## src/rtl/perceptron_score_monitor_pkg.sv

```systemverilog
// Shared packages for the perceptron score monitor.
//   FixedPoint    : signed Q8.8 "sfp" format, the ONE constant, int_to_sfp and
//                   sfp_class (the positive/non-positive decision that the
//                   monitor and the LED logic both use).
//   PerceptronPkg : score_state_e, the scoring FSM states.
// No ports; packages only.

package FixedPoint;

  localparam int SFP_W    = 16;
  localparam int SFP_FRAC = 8;

  typedef logic signed [SFP_W-1:0] sfp;

  localparam sfp ONE = sfp'(1 << SFP_FRAC);

  function automatic sfp int_to_sfp(input int v);
    return sfp'(v <<< SFP_FRAC);
  endfunction

  // Class 1 means strictly positive; zero and negatives are class 0.
  function automatic bit sfp_class(input sfp x);
    return (x > sfp'(0));
  endfunction

endpackage

package PerceptronPkg;

  typedef enum logic [1:0] {
    IDLE      = 2'd0,
    RUN       = 2'd1,
    EPOCH_END = 2'd2,
    DONE      = 2'd3
  } score_state_e;

endpackage

```

## src/rtl/perceptron_score_monitor_sat_counter.sv

```systemverilog
// sat_counter: W-bit up counter with synchronous clear and saturation.
// Ports:
//   clk, rst_n : clock and asynchronous active-low reset
//   clr        : synchronous clear, takes priority over inc
//   inc        : increment by one, holding at all-ones
//   count      : current value

module sat_counter #(
  parameter int W = 16
) (
  input  logic         clk,
  input  logic         rst_n,
  input  logic         clr,
  input  logic         inc,
  output logic [W-1:0] count
);

  // Clear beats increment so that a restart in the same cycle as an
  // event leaves the counter at zero.
  always_ff @(posedge clk or negedge rst_n) begin
    if (!rst_n) begin
      count <= '0;
    end else if (clr) begin
      count <= '0;
    end else if (inc && (count != '1)) begin
      count <= count + 1'b1;
    end
  end

endmodule

```

## src/rtl/perceptron_score_monitor.sv

```systemverilog
// perceptron_score_monitor: scores a stream of (prediction, expected) sfp
// pairs, groups them into epochs, and decides convergence or timeout.
// Ports:
//   clk, rst_n          : clock, asynchronous active-low reset
//   start               : pulse, clears everything and begins scoring
//   in_valid / in_ready : sample handshake (in_ready high only in RUN)
//   prediction/expected : sfp sample pair
//   train_en            : high while scoring (RUN and EPOCH_END)
//   mismatch            : last accepted sample was misclassified
//   epoch_count         : completed epochs (saturating)
//   epoch_errors        : errors in the last completed epoch
//   total_errors        : errors since start (saturating)
//   done / converged    : finished; converged=1 convergence, 0 timeout

module perceptron_score_monitor
  import FixedPoint::*;
  import PerceptronPkg::*;
#(
  parameter int SAMPLES_PER_EPOCH = 4,
  parameter int MAX_EPOCHS        = 10,
  parameter int CONVERGE_EPOCHS   = 2,
  parameter int CNT_W             = 16
) (
  input  logic             clk,
  input  logic             rst_n,
  input  logic             start,
  input  logic             in_valid,
  output logic             in_ready,
  input  sfp               prediction,
  input  sfp               expected,
  output logic             train_en,
  output logic             mismatch,
  output logic [CNT_W-1:0] epoch_count,
  output logic [CNT_W-1:0] epoch_errors,
  output logic [CNT_W-1:0] total_errors,
  output logic             done,
  output logic             converged
);

  localparam int IDX_W = (SAMPLES_PER_EPOCH > 1) ? $clog2(SAMPLES_PER_EPOCH) : 1;

  score_state_e state, state_next;

  logic [IDX_W-1:0] sample_idx;
  logic [CNT_W-1:0] cur_errors;
  logic [CNT_W-1:0] clean_streak;
  logic [CNT_W-1:0] streak_next;
  logic [CNT_W-1:0] epoch_next;
  logic             accept;
  logic             sample_err;
  logic             last_sample;
  logic             epoch_end;
  logic             hit_converge;
  logic             hit_timeout;

  // A restart drops any transfer presented in the same cycle.
  assign accept      = in_valid && in_ready && !start;
  assign sample_err  = (sfp_class(prediction) != sfp_class(expected));
  assign last_sample = (sample_idx == IDX_W'(SAMPLES_PER_EPOCH - 1));
  assign epoch_end   = (state == EPOCH_END);

  // Values the epoch bookkeeping takes on leaving EPOCH_END; the exit
  // decision must look at these, not at the registers' old values.
  assign epoch_next   = (epoch_count == '1) ? epoch_count : epoch_count + 1'b1;
  assign streak_next  = (cur_errors == '0) ? clean_streak + 1'b1 : '0;
  assign hit_converge = (streak_next == CNT_W'(CONVERGE_EPOCHS));
  assign hit_timeout  = (epoch_next == CNT_W'(MAX_EPOCHS));

  always_ff @(posedge clk or negedge rst_n) begin
    if (!rst_n) begin
      state <= IDLE;
    end else begin
      state <= state_next;
    end
  end

  // in_ready/train_en/done are pure decodes of the state register, so they
  // change only on clock edges.
  always_comb begin
    state_next = state;
    in_ready   = 1'b0;
    train_en   = 1'b0;
    done       = 1'b0;
    case (state)
      IDLE: begin
      end
      RUN: begin
        in_ready = 1'b1;
        train_en = 1'b1;
        if (accept && last_sample) begin
          state_next = EPOCH_END;
        end
      end
      EPOCH_END: begin
        train_en = 1'b1;
        if (hit_converge || hit_timeout) begin
          state_next = DONE;
        end else begin
          state_next = RUN;
        end
      end
      DONE: begin
        done = 1'b1;
      end
      default: begin
        state_next = IDLE;
      end
    endcase
    if (start) begin
      state_next = RUN;
    end
  end

  // Position within the current epoch; wraps on the epoch's last sample.
  always_ff @(posedge clk or negedge rst_n) begin
    if (!rst_n) begin
      sample_idx <= '0;
    end else if (start) begin
      sample_idx <= '0;
    end else if (accept) begin
      sample_idx <= last_sample ? '0 : sample_idx + 1'b1;
    end
  end

  // Per-sample result and per-epoch summary registers.
  always_ff @(posedge clk or negedge rst_n) begin
    if (!rst_n) begin
      mismatch     <= 1'b0;
      epoch_errors <= '0;
      clean_streak <= '0;
      converged    <= 1'b0;
    end else if (start) begin
      mismatch     <= 1'b0;
      epoch_errors <= '0;
      clean_streak <= '0;
      converged    <= 1'b0;
    end else begin
      if (accept) begin
        mismatch <= sample_err;
      end
      if (epoch_end) begin
        epoch_errors <= cur_errors;
        clean_streak <= streak_next;
        converged    <= hit_converge;
      end
    end
  end

  sat_counter #(.W(CNT_W)) u_cur_errors (
    .clk   (clk),
    .rst_n (rst_n),
    .clr   (start || epoch_end),
    .inc   (accept && sample_err),
    .count (cur_errors)
  );

  sat_counter #(.W(CNT_W)) u_total_errors (
    .clk   (clk),
    .rst_n (rst_n),
    .clr   (start),
    .inc   (accept && sample_err),
    .count (total_errors)
  );

  sat_counter #(.W(CNT_W)) u_epoch_count (
    .clk   (clk),
    .rst_n (rst_n),
    .clr   (start),
    .inc   (epoch_end),
    .count (epoch_count)
  );

endmodule

```

## config.mk

```make
export PLATFORM = sky130hd
export DESIGN_NAME = perceptron_score_monitor
export DESIGN_NICKNAME = d
export VERILOG_FILES = /design/src/rtl/perceptron_score_monitor_pkg.sv /design/src/rtl/perceptron_score_monitor_sat_counter.sv /design/src/rtl/perceptron_score_monitor.sv
export SDC_FILE = /design/constraint.sdc
export NUM_CORES = 1
export LEC_CHECK = 0
export BUFFER_PORTS_ARGS = -buffer_cell sky130_fd_sc_hd__buf_2
export CAP_MARGIN = 20
export CORE_ASPECT_RATIO = 1.25
export CORE_MARGIN = 2
export CORE_UTILIZATION = 48
export CTS_CLUSTER_SIZE = 30
export DETAILED_ROUTE_END_ITERATION = 16
export PLACE_DENSITY = 0.77
export SETUP_SLACK_MARGIN = 0.5
export SYNTH_ARGS = -nofsm -noshare
export SYNTH_HDL_FRONTEND = slang
export SYNTH_SLANG_ARGS = --single-unit
```

## constraint.sdc

```tcl
create_clock -name clk -period 2.2 [get_ports clk]
set_input_delay 0.11 -clock clk [delete_from_list [all_inputs] [get_ports clk]]
set_output_delay 0.11 -clock clk [all_outputs]
set_load 0.02 [all_outputs]
```

---- Yosys cells after proc, flatten, opt, wreduce, memory -nomap -nowiden ----
Cells that the tools add are included.
cells by class
  mux-type cells .......................... 26
  eq/ne operators ......................... 12
  add/sub/neg operators ................... 5
  $lt $le $gt $ge ......................... 2
  reduce and logical (&&, ||, !) cells .... 19
operators by type and width
  kind                     number
  $mux W16                 12
  $add A16 B1 Y16 const B  4
  $ne A16 B16 Y1 const B   3
  $gt A16 B1 Y1 const B    2
  $eq A16 B16 Y1 const B   1
  $eq A16 B2 Y1 const B    1
  $eq A16 B4 Y1 const B    1
  $logic_not A16 Y1        1
  $mux W2                  6
  $reduce_bool A2 Y1       5
  $logic_and A1 B1 Y1      7
  $mux W1                  7
  $eq A2 B2 Y1 const B     3
  $pmux W2 S2              1
  $ne A3 B3 Y1 const B     1
  $reduce_bool A3 Y1       1
  $add A2 B1 Y2 const B    1
  $eq A2 B1 Y1 const B     1
  $logic_or A1 B1 Y1       2
  $reduce_and A2 Y1        1
  $reduce_or A2 Y1         1
  $logic_not A1 Y1         1
  $ne A1 B1 Y1             1
storage, ports and cells
  output and inout bits ................... 53
  logic and storage cells ................. 73
  bits of input ports ..................... 36
  flip-flop bits (word level) ............. 86

---- Logic depth before layout (Yosys ltp) ----
Gate-level depths: netlist of the first run.
  depth in word-level cells ............... 8
  mapped depth ............................ 10
  gate-level depth less buffers ........... 8

---- Hierarchy ----
A second synthesis of the first run with hierarchy kept.
second synthesis, totals
  cells, all modules ...................... 569
  area total of the unflattened synthesis .. 5242.5 um2
modules (own cells, without submodules)
  module                    times used  area each (um2)  cells an instance  sequential area each (um2)
  sat_counter               3           942.2            98                 400.4
  perceptron_score_monitor  1           2416.1           275                950.9

---- Worst setup path after synthesis of the first run ----
OpenSTA, ideal clock, no wires.
  path kind ............................... reg2reg
  start point ............................. reg u_epoch_count.count[0]
  end point ............................... reg u_epoch_count.count[5]
  buffers on the path ..................... 2
  cell stages (with the launch flop) ...... 10
  clock period less this slack ............ 2.274 ns
  setup slack ............................. -0.074 ns
  data required time ...................... 2.068 ns
  arrival time ............................ 2.142 ns
  library setup time ...................... 0.132 ns
  cell sequence ........................... dfrtp_1 > ha_1 > and3_1 > buf_2 > and4_1 > a31oi_2 > buf_2 > nand3_1 > xor2_1 > nor2_1
between the ends
  word-level cells in the longest chain between the ends .. 3
  elaborated cells on any way between the ends .. 6
  classes of those cells .................. add/sub: 1; eq/ne: 1; mux: 2; reduce/logical: 2
RTL lines
  item                                                      line                                                                                    text
  from (decl)                                               perceptron_score_monitor_sat_counter.sv:15                                              output logic [W-1:0] count
  from (signal assigned)                                    perceptron_score_monitor_sat_counter.sv:26                                              count <= count + 1'b1;
  $add A16 B1 Y16 / $ne A16 B16 Y1 (equally long branches)  perceptron_score_monitor_sat_counter.sv:26, perceptron_score_monitor_sat_counter.sv:25
  $mux W16 / $logic_and A1 B1 Y1 (equally long branches)    perceptron_score_monitor_sat_counter.sv:25                                              end else if (inc && (count != '1)) begin
  $mux W16 / $reduce_bool A2 Y1 (equally long branches)     n/a
Several ways; a longest one is shown, not always the timed one. The select of a mux whose other input is x is not followed.
A chain may end at the register's enable or synchronous reset.

---- Final worst setup path of the first run ----
  start point ............................. reg clean_streak[0]
  end point ............................... reg state[1]
between the ends
  word-level cells in the longest chain between the ends .. 7
RTL lines
  item                    line                             text
  from (decl)             perceptron_score_monitor.sv:46   logic [CNT_W-1:0] clean_streak;
  from (signal assigned)  perceptron_score_monitor.sv:143  clean_streak <= streak_next;
  $add A16 B1 Y16         perceptron_score_monitor.sv:65   assign streak_next = (cur_errors == '0) ? clean_streak + 1'b1 : '0;
  $mux W16                perceptron_score_monitor.sv:65
  $eq A16 B2 Y1           perceptron_score_monitor.sv:66   assign hit_converge = (streak_next == CNT_W'(CONVERGE_EPOCHS));
  $logic_or A1 B1 Y1      perceptron_score_monitor.sv:96   if (hit_converge || hit_timeout) begin
  $mux W2                 perceptron_score_monitor.sv:96
  $pmux W2 S2             perceptron_score_monitor.sv:84   case (state)
  $mux W2                 perceptron_score_monitor.sv:109  if (start) begin
  to (signal assigned)    perceptron_score_monitor.sv:73   state <= state_next;
  to (decl)               perceptron_score_monitor.sv:42   score_state_e state, state_next;
No other way between the ends.

==> results of run 1 <==
[routing by layer]
layer	global-route usage	vias to the layer above	share of wire
met4	0.111	0	0.041
met1	0.333	2707	0.38
met3	0.0389	71	0.056
met5	0	-	0
met2	0.477	291	0.52
li1	-	2396	-
[worst max-delay path by stage]
stage / from / to / slack (ns) / depth (start not counted)
floorplan: clean_streak[1]$_DFFE_PN0N_ / state[1]$_DFFE_PN0P_ / 0.23 / 7
global placement: clean_streak[1]$_DFFE_PN0N_ / converged$_DFFE_PN0N_ / 0.12 / 7
detailed placement: clean_streak[1]$_DFFE_PN0N_ / state[1]$_DFFE_PN0P_ / 0.04 / 7
CTS: clean_streak[12]$_DFFE_PN0N_ / state[1]$_DFFE_PN0P_ / 0.17 / 6
global route: clean_streak[0]$_DFFE_PN0N_ / converged$_DFFE_PN0N_ / 0.02 / 8
finish: clean_streak[0]$_DFFE_PN0N_ / state[1]$_DFFE_PN0P_ / 0.01 / 6
[registers in the layout, indices dropped and copies added, names as in the netlist]
register and flops:
state 2, u_epoch_count.count 16, converged 1, mismatch 1, u_cur_errors.count 16, epoch_errors 16
clean_streak 16, u_total_errors.count 16, sample_idx 2
[final cells by class]
cell class	count	area [um2]	area share
Clock buffer	12	267	0.0359
Tap cell	132	165	0.0223
Inverter	12	45.0	0.00607
Timing Repair Buffer	187	1330	0.179
Multi-Input combinational cell	438	3350	0.451
Sequential cell	86	2190	0.295
Clock inverter	4	77.6	0.0105
[what timing repair did]
action,in CTS,in global routing
pin swaps,36,39
endpoints found under the setup margin,62,65
endpoints found under the hold margin,86,0
setup buffers,55,17
cloned,2,0
resized for setup,76,74
hold buffers,1,0
[per-stage QoR]
step                power [mW]  setup WS (ns)  cell area (um2)  utilization  hold slack [ns]
floorplan                 1.90          0.231             5350            -           -0.186
global placement          2.03          0.120             5890        0.560            0.180
detailed placement        2.04         0.0400             5890        0.560            0.187
CTS                       3.88          0.169             6970        0.663           0.0711
global route              4.06         0.0172             7420        0.706            0.113
finish                    3.96         0.0117             7420        0.706           0.0775
[synthesized netlist by cell type, types with 3 or more instances]
cell type / instances
or3_2: 3
nand4_1: 13
or2_2: 5
nor3_1: 11
clkbuf_1: 16
inv_1: 12
o21ai_0: 30
nor2_1: 72
nor3b_1: 3
dfrtp_1: 86
nand2b_1: 3
buf_1: 3
nor2b_1: 4
o31ai_1: 6
nor4_1: 16
and3_1: 12
ha_1: 10
xnor2_1: 6
a31oi_1: 4
a41oi_1: 3
xor2_1: 15
buf_2: 6
nand2_1: 44
a21oi_1: 48
and4_1: 8
clkbuf_8: 5
or4_1: 6
buf_6: 4
nand3_1: 35
or3_1: 19
mux2i_1: 21
[worst register-to-register path, stage by stage, from the launching register on]
cell and delay (ns):
dfrtp_2 0.44, ha_4 0.19, nor4_1 0.51, o2111ai_1 0.27
a2111oi_4 0.38, nand3_2 0.12, a211oi_2 0.19
[report_power, final]
part           internal [mW]  switching (mW)
sequential              1.60          0.0232
combinational          0.234           0.315
clock                   1.09           0.687
total                   2.93            1.02
[logic make-up (layout without fill, tap and decap cells)]
logic type      count (synthesis)  count (layout)
mux                            22              22
xor+xnor                       21              21
compound gates                114             114
fa+ha+maj                      10              10
simple gates                  271             271
flops                          86              86
buf+inv                        48             215
==> summary.txt, run 1 <==
Clock network
  • CTS root buffer: clkbuf_16
  • Clk sinks: 86
  • Clock buffer count from CTS: 9
  • Clk buf depth: 2
  • H-tree depth: 3
  • CTS clock-pin slew for the worst setup and hold paths: 0.07 ns
  • Clock latency on the worst-skew pair: 0.35 ns
  • CTS tree: done

Place
  • GP Congestion: 0.859
  • Port-buffer cells: 88
  • Dpl cells: 780
  • HPWL Detailed: 9.03 mm

Detailed routing
  • Pre-antenna DRT Iters: 5
  • Via/cell ratio: 6.27
  • DR vias: 5465
  • Initial drt markers: 492
  • DRC viols: 0
  • Routed wire length: 17.2 mm
  • Post-route ant nets: 0
  • Routed length per instance: 19.8 um

Synthesis
  • Compound-gate portion of the synthesized area: 0.138
  • Synth top area cells: dfrtp_1 42%, nor2_1 5.3%, a21oi_1 4.7%
  • Synth async-reset ratio: 1.00
  • Share of the synthesized area in the top cell type: 0.419
  • Yosys warnings: 0
  • Avg Inst Size Synth: 8.98 um2
  • Unique masters post-synth: 63
  • Top FF cell, synth: dfrtp_1
  • Seq/Total Area, Yosys: 0.419
  • Area leader, netlist: dfrtp_1
  • Post-synth EDFFs: 0
  • Synth Cell Area: 5140 um2
  • Post-Synth Adder-Cell Area: 0.0243
  • Synth Register Bits: 86
  • Main combinational cell family by area after synthesis: simple AND/OR/NAND/NOR gates
  • Cell count after synthesis: 572
  • XOR/XNOR share of the synthesized area: 0.0358
  • Syn_nets: 618
  • Multiplexer area fraction after synthesis: 0.0431
  • Post-Synth Simple-Gate Area: 0.286

Floorplanning
  • Rows: 42
  • Number of I/O pins: 89
  • Initial Util: 0.489
  • DIE HEIGHT: 120 um
  • Core area: 10500 um2
  • Die Wd: 96.5 um
  • Die area: 11600 um2

Finish
  • NumNets Final: 780
  • Antenna cells: 0
  • Filler cells: 716
  • Commonest non-fill, non-tap cell in the layout: buf_2
  • Post-route insts no fill: 871
  • Layout area overhead: 44.4%
  • Highest-count cells in the layout ignoring fill and taps: 87 x buf_2, 72 x buf_4, 66 x nor2_1
  • Layout cells sized above 1: 0.482

STA
  • Hold Violations, Final: 0
  • Final min period: 2.19 ns
  • Final Skew: 0.0122 ns
  • Relative slew slack: 0.642
  • Slew Viols, Final: 0
  • Unrepaired setup endpoints after global routing: yes
  • Slew at the pin closest to its max-slew limit: 0.533 ns
  • Fmax: 457 MHz
  • Final setup viols: 0
  • Final Cycle Share: 0.995
  • Post-route setup TNS: 0 ns

Pwr
  • Pwr dens: 533 nW/um2
  • Maximum vdd ir drop: 0.586 mV
  • Leakage: 3.20 nW

Flow run
  • Max-cap violations: 0

Critical path
  • CP max stage delay: 0.51 ns
  • R2R depth: 6
  • Slowest CP cell: nor4_1
  • Reg2reg start: clean_streak[0]$_DFFE_PN0N_
  • Crit end category: register
  • CP Class: register to register
  • Crit path max fanout: 4
  • Worst path top cell family by delay: compound AO/OA/AOI/OAI gates
  • R2R setup slack: 0.01 ns
  • CP bufs+invs: 0
  • Critical-path cell list: ha_4, nor4_1, o2111ai_1, a2111oi_4, nand3_2, a211oi_2
  • R2R Path End: state[1]$_DFFE_PN0P_
  • Crit path DAT: 2.45 ns
  • Setup crit start kind: register
  • Critical Path RT: 2.46 ns

GRT
  • Initial antenna violation count: 0
  • GRT Total Usage: 0.273
  • Largest net degree at the start of global routing: 87
  • Grt ovf: 0
  • Vias in the first global route: 5289
  • Global-route wire length before repair: 24.9 mm

Hold path
  • Hold depth: 3
  • Hold Path End: sample_idx[1]$_DFFE_PN0P_
  • Critical hold path startpoint: in_valid
  • Worst Hold Class: input pin to register

Status
  • Status: finished, final reports clean
Note: power is estimated with default switching activity, not from simulation.
==> run 2, diff against run 1 <==
--- a/config.mk
+++ b/config.mk
@@ -9,10 +9,10 @@
 export CAP_MARGIN = 20
 export CORE_ASPECT_RATIO = 1.25
 export CORE_MARGIN = 2
-export CORE_UTILIZATION = 48
+export CORE_UTILIZATION = 35
 export CTS_CLUSTER_SIZE = 30
 export DETAILED_ROUTE_END_ITERATION = 16
-export PLACE_DENSITY = 0.77
+export PLACE_DENSITY = 0.6
 export SETUP_SLACK_MARGIN = 0.5
 export SYNTH_ARGS = -nofsm -noshare
 export SYNTH_HDL_FRONTEND = slang
==> run 2 against run 1 <==
Critical path depth grew 5. Sequential power is essentially flat. Global-route usage shrank 8.5 points. First-iteration DRC count shrank 34%. Cell count grew 5.6%.
==> summary.txt, run 2 (synthesis gave the netlist of run 1 again) <==
Critical path
  • CP bufs+invs: 4
  • Critical Path RT: 2.42 ns
  • R2R setup slack: 0.17 ns
  • CP dominant cell by count: buf_6
  • Setup crit start kind: register
  • Crit path max fanout: 6
  • Worst path top cell family by delay: buffers and inverters
  • Reg2reg start: u_cur_errors.count[1]$_DFFE_PN0P_
  • CP Class: register to register
  • CP max stage delay: 0.38 ns
  • Slowest CP cell: dfrtp_1
  • Crit path DAT: 2.25 ns
  • R2R Path End: u_cur_errors.count[9]$_DFFE_PN0P_
  • Critical-path cell list: buf_6, buf_6, ha_4, nand2_4, nor2_4, nand4_1, nand3_4, buf_6, buf_4, o31ai_1, a21oi_2
  • R2R depth: 11
  • Crit end category: register

STA
  • Slew Viols, Final: 0
  • Hold Violations, Final: 0
  • Final Skew: 0.0148 ns
  • Unrepaired setup endpoints after global routing: yes
  • Fmax: 493 MHz
  • Final Cycle Share: 0.923
  • Final min period: 2.03 ns
  • Slew at the pin closest to its max-slew limit: 0.601 ns
  • Final setup viols: 0
  • Relative slew slack: 0.600
  • Worst setup margin: 0.170 ns

Floorplanning
  • Die Wd: 112 um
  • Core area: 14300 um2
  • Die area: 15700 um2
  • DIE HEIGHT: 139 um
  • Number of I/O pins: 89
  • Initial Util: 0.358
  • Rows: 49

Detailed routing
  • Post-route ant nets: 0
  • Routed length per instance: 16.6 um
  • Initial drt markers: 326
  • Pre-antenna DRT Iters: 5
  • Routed wire length: 15.2 mm
  • DRC viols: 0
  • DR vias: 5096
  • Via/cell ratio: 5.54

Finish
  • NumNets Final: 783
  • Layout area overhead: 45.1%
  • Highest-count cells in the layout ignoring fill and taps: 88 x buf_2, 72 x buf_4, 66 x nor2_1
  • Layout cells sized above 1: 0.472
  • Commonest non-fill, non-tap cell in the layout: buf_2
  • Fin area: 7460 um2
  • Antenna cells: 0
  • Post-route insts no fill: 920

Status
  • Status: finished, final reports clean

Flow run
  • Max-cap violations: 0

Pwr
  • Pwr dens: 531 nW/um2
  • Total power: 3.96 mW
  • Maximum vdd ir drop: 0.308 mV
  • Leakage: 3.20 nW

Place
  • Port-buffer cells: 88
  • GP Congestion: 0.852
  • Place WS: -0.00928 ns
  • Placed Area: 5990 um2
  • Dpl cells: 830
  • HPWL Detailed: 9.42 mm

Clock network
  • Clock buffer count from CTS: 9
  • Clock latency on the worst-skew pair: 0.35 ns
  • CTS root buffer: clkbuf_16
  • H-tree depth: 3
  • CTS tree: done
  • Clk sinks: 86
  • Clk buf depth: 2
  • CTS clock-pin slew for the worst setup and hold paths: 0.07 ns

GRT
  • Largest net degree at the start of global routing: 61
  • GRT Total Usage: 0.189
  • Initial antenna violation count: 0
  • Vias in the first global route: 5119
  • Grt ovf: 0
  • Global-route wire length before repair: 24.5 mm

Hold path
  • Hold depth: 3
  • Worst Hold Class: input pin to register
  • Critical hold path startpoint: in_valid
  • Hold Path End: sample_idx[1]$_DFFE_PN0P_
-- run 2: worst max-delay path by stage --
stage,from,endpoint,slack (ns),depth (start not counted)
4_1_cts,clean_streak[0]$_DFFE_PN0N_,state[1]$_DFFE_PN0P_,0.19,7
3_3_place_gp,expected[3],u_cur_errors.count[9]$_DFFE_PN0P_,0.01,9
5_1_grt,u_cur_errors.count[1]$_DFFE_PN0P_,u_cur_errors.count[9]$_DFFE_PN0P_,0.06,11
6_report,u_cur_errors.count[1]$_DFFE_PN0P_,u_cur_errors.count[9]$_DFFE_PN0P_,0.17,11
3_5_place_dp,prediction[7],u_cur_errors.count[9]$_DFFE_PN0P_,-0.009,9
2_1_floorplan,clean_streak[1]$_DFFE_PN0N_,state[1]$_DFFE_PN0P_,0.23,7
-- run 2: routing by layer --
layer / wire (um) / part of all wire / vias to the layer above / global-route usage
met5: 0 / 0 / - / 0
met4: 385 / 0.025 / 0 / 0.0725
met3: 729 / 0.048 / 33 / 0.0287
met2: 7890 / 0.52 / 173 / 0.333
met1: 6230 / 0.41 / 2483 / 0.231
li1: - / - / 2407 / -
-- run 2: through the flow --
stage                util  hold WS, ns  TNS (ns)
finish              0.520       0.0676         0
global route        0.520       0.0873         0
CTS                 0.495       0.0613         0
detailed placement  0.417        0.159  -0.00928
global placement    0.417        0.161         0
floorplan               -       -0.186         0
-- run 2: worst min-delay path, delay by kind of cell --
family / cells / cell delay, ns
buffers and inverters: 1 / 0.13
AND/OR/NAND/NOR: 1 / 0.08
AO/OA/AOI/OAI: 1 / 0.05
-- run 2: report_power, final --
group | leakage [nW] | internal (mW) | switching (mW)
clock network | 0.170 | 1.15 | 0.660
registers | 1.14 | 1.60 | 0.0229
logic | 1.90 | 0.237 | 0.292
-- run 2: layout make-up --
cell class              instances  area (um2)
repair buffers                190        1380
clock inverters                 5         108
fillers                      1320        6890
multi-input cells             438        3270
clock buffers                  11         243
inverters                      12        45.0
flip-flops and latches         86        2190
well taps                     178         223
-- run 2: what timing repair did --
action                     4_1_cts  5_1_grt
cloned                           4        1
hold endpoints to repair        43        0
setup endpoints to repair       62       66
setup buffers                   51       17
gates resized for setup         90       52
pin swaps                       60       34
hold buffers                     1        0
==> run 3, diff against run 2 <==
--- a/config.mk
+++ b/config.mk
@@ -13,7 +13,6 @@
 export CTS_CLUSTER_SIZE = 30
 export DETAILED_ROUTE_END_ITERATION = 16
 export PLACE_DENSITY = 0.6
-export SETUP_SLACK_MARGIN = 0.5
 export SYNTH_ARGS = -nofsm -noshare
 export SYNTH_HDL_FRONTEND = slang
 export SYNTH_SLANG_ARGS = --single-unit
==> run 3 against run 2 <==
Maximum frequency is 4.0% lower. Critical path depth is 4 lower. Global-route usage is 1.6 points lower. Worst setup slack worse by 0.086 ns. Largest cell class unchanged.
==> summary.txt, run 3 (synthesis gave the netlist of run 1 again) <==
Floorplanning
  • Die Wd: 112 um
  • Die area: 15700 um2
  • DIE HEIGHT: 139 um
  • Initial Util: 0.358
  • Number of I/O pins: 89
  • Rows: 49
  • Core area: 14300 um2

Pwr
  • Maximum vdd ir drop: 0.311 mV
  • Pwr dens: 546 nW/um2
  • Leakage: 2.85 nW
  • Power share of the clock group: 0.423
  • Seq pwr share: 0.465
  • Comb pwr share: 0.112
  • Switching Share: 0.248
  • Total power: 3.49 mW
  • P_int: 2.63 mW
  • Psw: 0.865 mW

Critical path
  • R2R depth: 7
  • Setup crit start kind: register
  • Crit end category: register
  • Crit path max fanout: 5
  • CP bufs+invs: 0
  • Worst path top cell family by delay: compound AO/OA/AOI/OAI gates
  • CP Class: register to register
  • Critical-path cell list: ha_2, nand4_4, xnor2_1, o41a_2, a2111oi_4, nand3_2, a211oi_2
  • Slowest CP cell: o41a_2
  • CP max stage delay: 0.46 ns
  • Crit path DAT: 2.37 ns
  • Critical Path RT: 2.45 ns
  • CP Depth: 7

Detailed routing
  • Pre-antenna DRT Iters: 4
  • WL met1: 5.77 mm
  • Routed wire length: 13.3 mm
  • DR vias: 4763
  • Max layer used: met4
  • Metal3 WL: 361 um
  • Post-route ant nets: 0
  • Met2 wire length: 6.95 mm
  • Initial drt markers: 258
  • DRC viols: 0
  • Via/cell ratio: 5.44
  • Routed length per instance: 15.2 um

GRT
  • Vias in the first global route: 4553
  • Largest net degree at the start of global routing: 56
  • Global-route wire length before repair: 22.5 mm
  • Grt ovf: 0
  • Initial antenna violation count: 0
  • GRT Total Usage: 0.172

STA
  • Final min period: 2.12 ns
  • Slew at the pin closest to its max-slew limit: 0.609 ns
  • Unrepaired setup endpoints after global routing: yes
  • Final Cycle Share: 0.962
  • Relative slew slack: 0.594
  • Fmax: 473 MHz
  • Slew Viols, Final: 0
  • Hold Violations, Final: 0
  • Final Skew: 0.00534 ns
  • Worst setup margin: 0.0839 ns
  • Final setup viols: 0
  • Post-route setup TNS: 0 ns

Finish
  • Layout area overhead: 24.3%
  • Layout cells sized above 1: 0.278
  • Antenna cells: 0
  • Commonest non-fill, non-tap cell in the layout: buf_2
  • NumNets Final: 740
  • Util after Layout: 0.445
  • Highest-count cells in the layout ignoring fill and taps: 87 x buf_2, 83 x dfrtp_1, 72 x nor2_1

Clock network
  • CTS root buffer: clkbuf_16
  • CTS clock-pin slew for the worst setup and hold paths: 0.06 ns
  • CTS tree: done
  • Clk sinks: 86
  • Clock latency on the worst-skew pair: 0.34 ns
  • H-tree depth: 3
  • Clock buffer count from CTS: 9
  • Clk buf depth: 2

Flow run
  • Max-cap violations: 0

Status
  • Status: finished, final reports clean

Place
  • Port-buffer cells: 88
  • HPWL Detailed: 9.65 mm
  • GP Congestion: 0.879
  • Place WS: 0.0332 ns

Hold path
  • Hold depth: 3
  • Worst Hold Class: input pin to register
-- run 3: tightest hold or removal path: cells and delay by family --
family	cells	cell delay [ns]
buf+inv	1	0.12
compound gates	1	0.05
simple gates	1	0.08
-- run 3: timing repair --
action,in CTS,in global routing
hold endpoints to repair,42,0
buffers inserted,0,1
hold buffers,1,0
gates resized for setup,0,12
setup endpoints to repair,0,11
-- run 3: cell type report --
type	instances	area [um2]
fill	1403	7960
multi-input combinational	438	2760
sequential	86	2160
timing repair buffer	147	930
clock buffer	11	233
tap	178	223
clock inverter	4	48.8
inverter	12	45.0
-- run 3: routing by layer --
layer	vias up	global-route usage
met5	-	0
li1	2320	-
met4	0	0.0706
met3	13	0.0240
met2	77	0.297
met1	2353	0.217
-- run 3: worst paths after layout --
check                                            startpoint                                   end  slack, ns
worst max register to register  clean_streak[0]$_DFFE_PN0N_                  state[1]$_DFFE_PN0P_       0.08
worst min register to register  epoch_errors[3]$_DFFE_PN0N_           epoch_errors[3]$_DFFE_PN0N_       0.52
worst max-delay path            clean_streak[0]$_DFFE_PN0N_                  state[1]$_DFFE_PN0P_       0.08
min in group asynchronous                             rst_n   u_epoch_count.count[13]$_DFFE_PN0P_       0.32
worst min-delay path                               in_valid             sample_idx[1]$_DFFE_PN0P_       0.07
max in group asynchronous                             rst_n  u_total_errors.count[12]$_DFFE_PN0P_       1.32
-- run 3: metrics by stage --
stage | instance area (um2) | instances | hold WS [ns]
6_report | 6390 | 876 | 0.0725
5_1_grt | 6390 | 876 | 0.0920
4_1_cts | 6340 | 875 | 0.0627
3_5_place_dp | 6050 | 859 | 0.170
3_3_place_gp | 6050 | 859 | 0.171
2_1_floorplan | 5150 | 572 | -0.186
-- run 3: power groups by stage --
stage,sequential (mW),clock [mW],combinational [mW]
floorplan,1.66,0,0.211
global route,1.63,1.58,0.435
finish,1.62,1.48,0.391
global placement,1.65,0,0.381
CTS,1.62,1.52,0.391
detailed placement,1.65,0,0.388
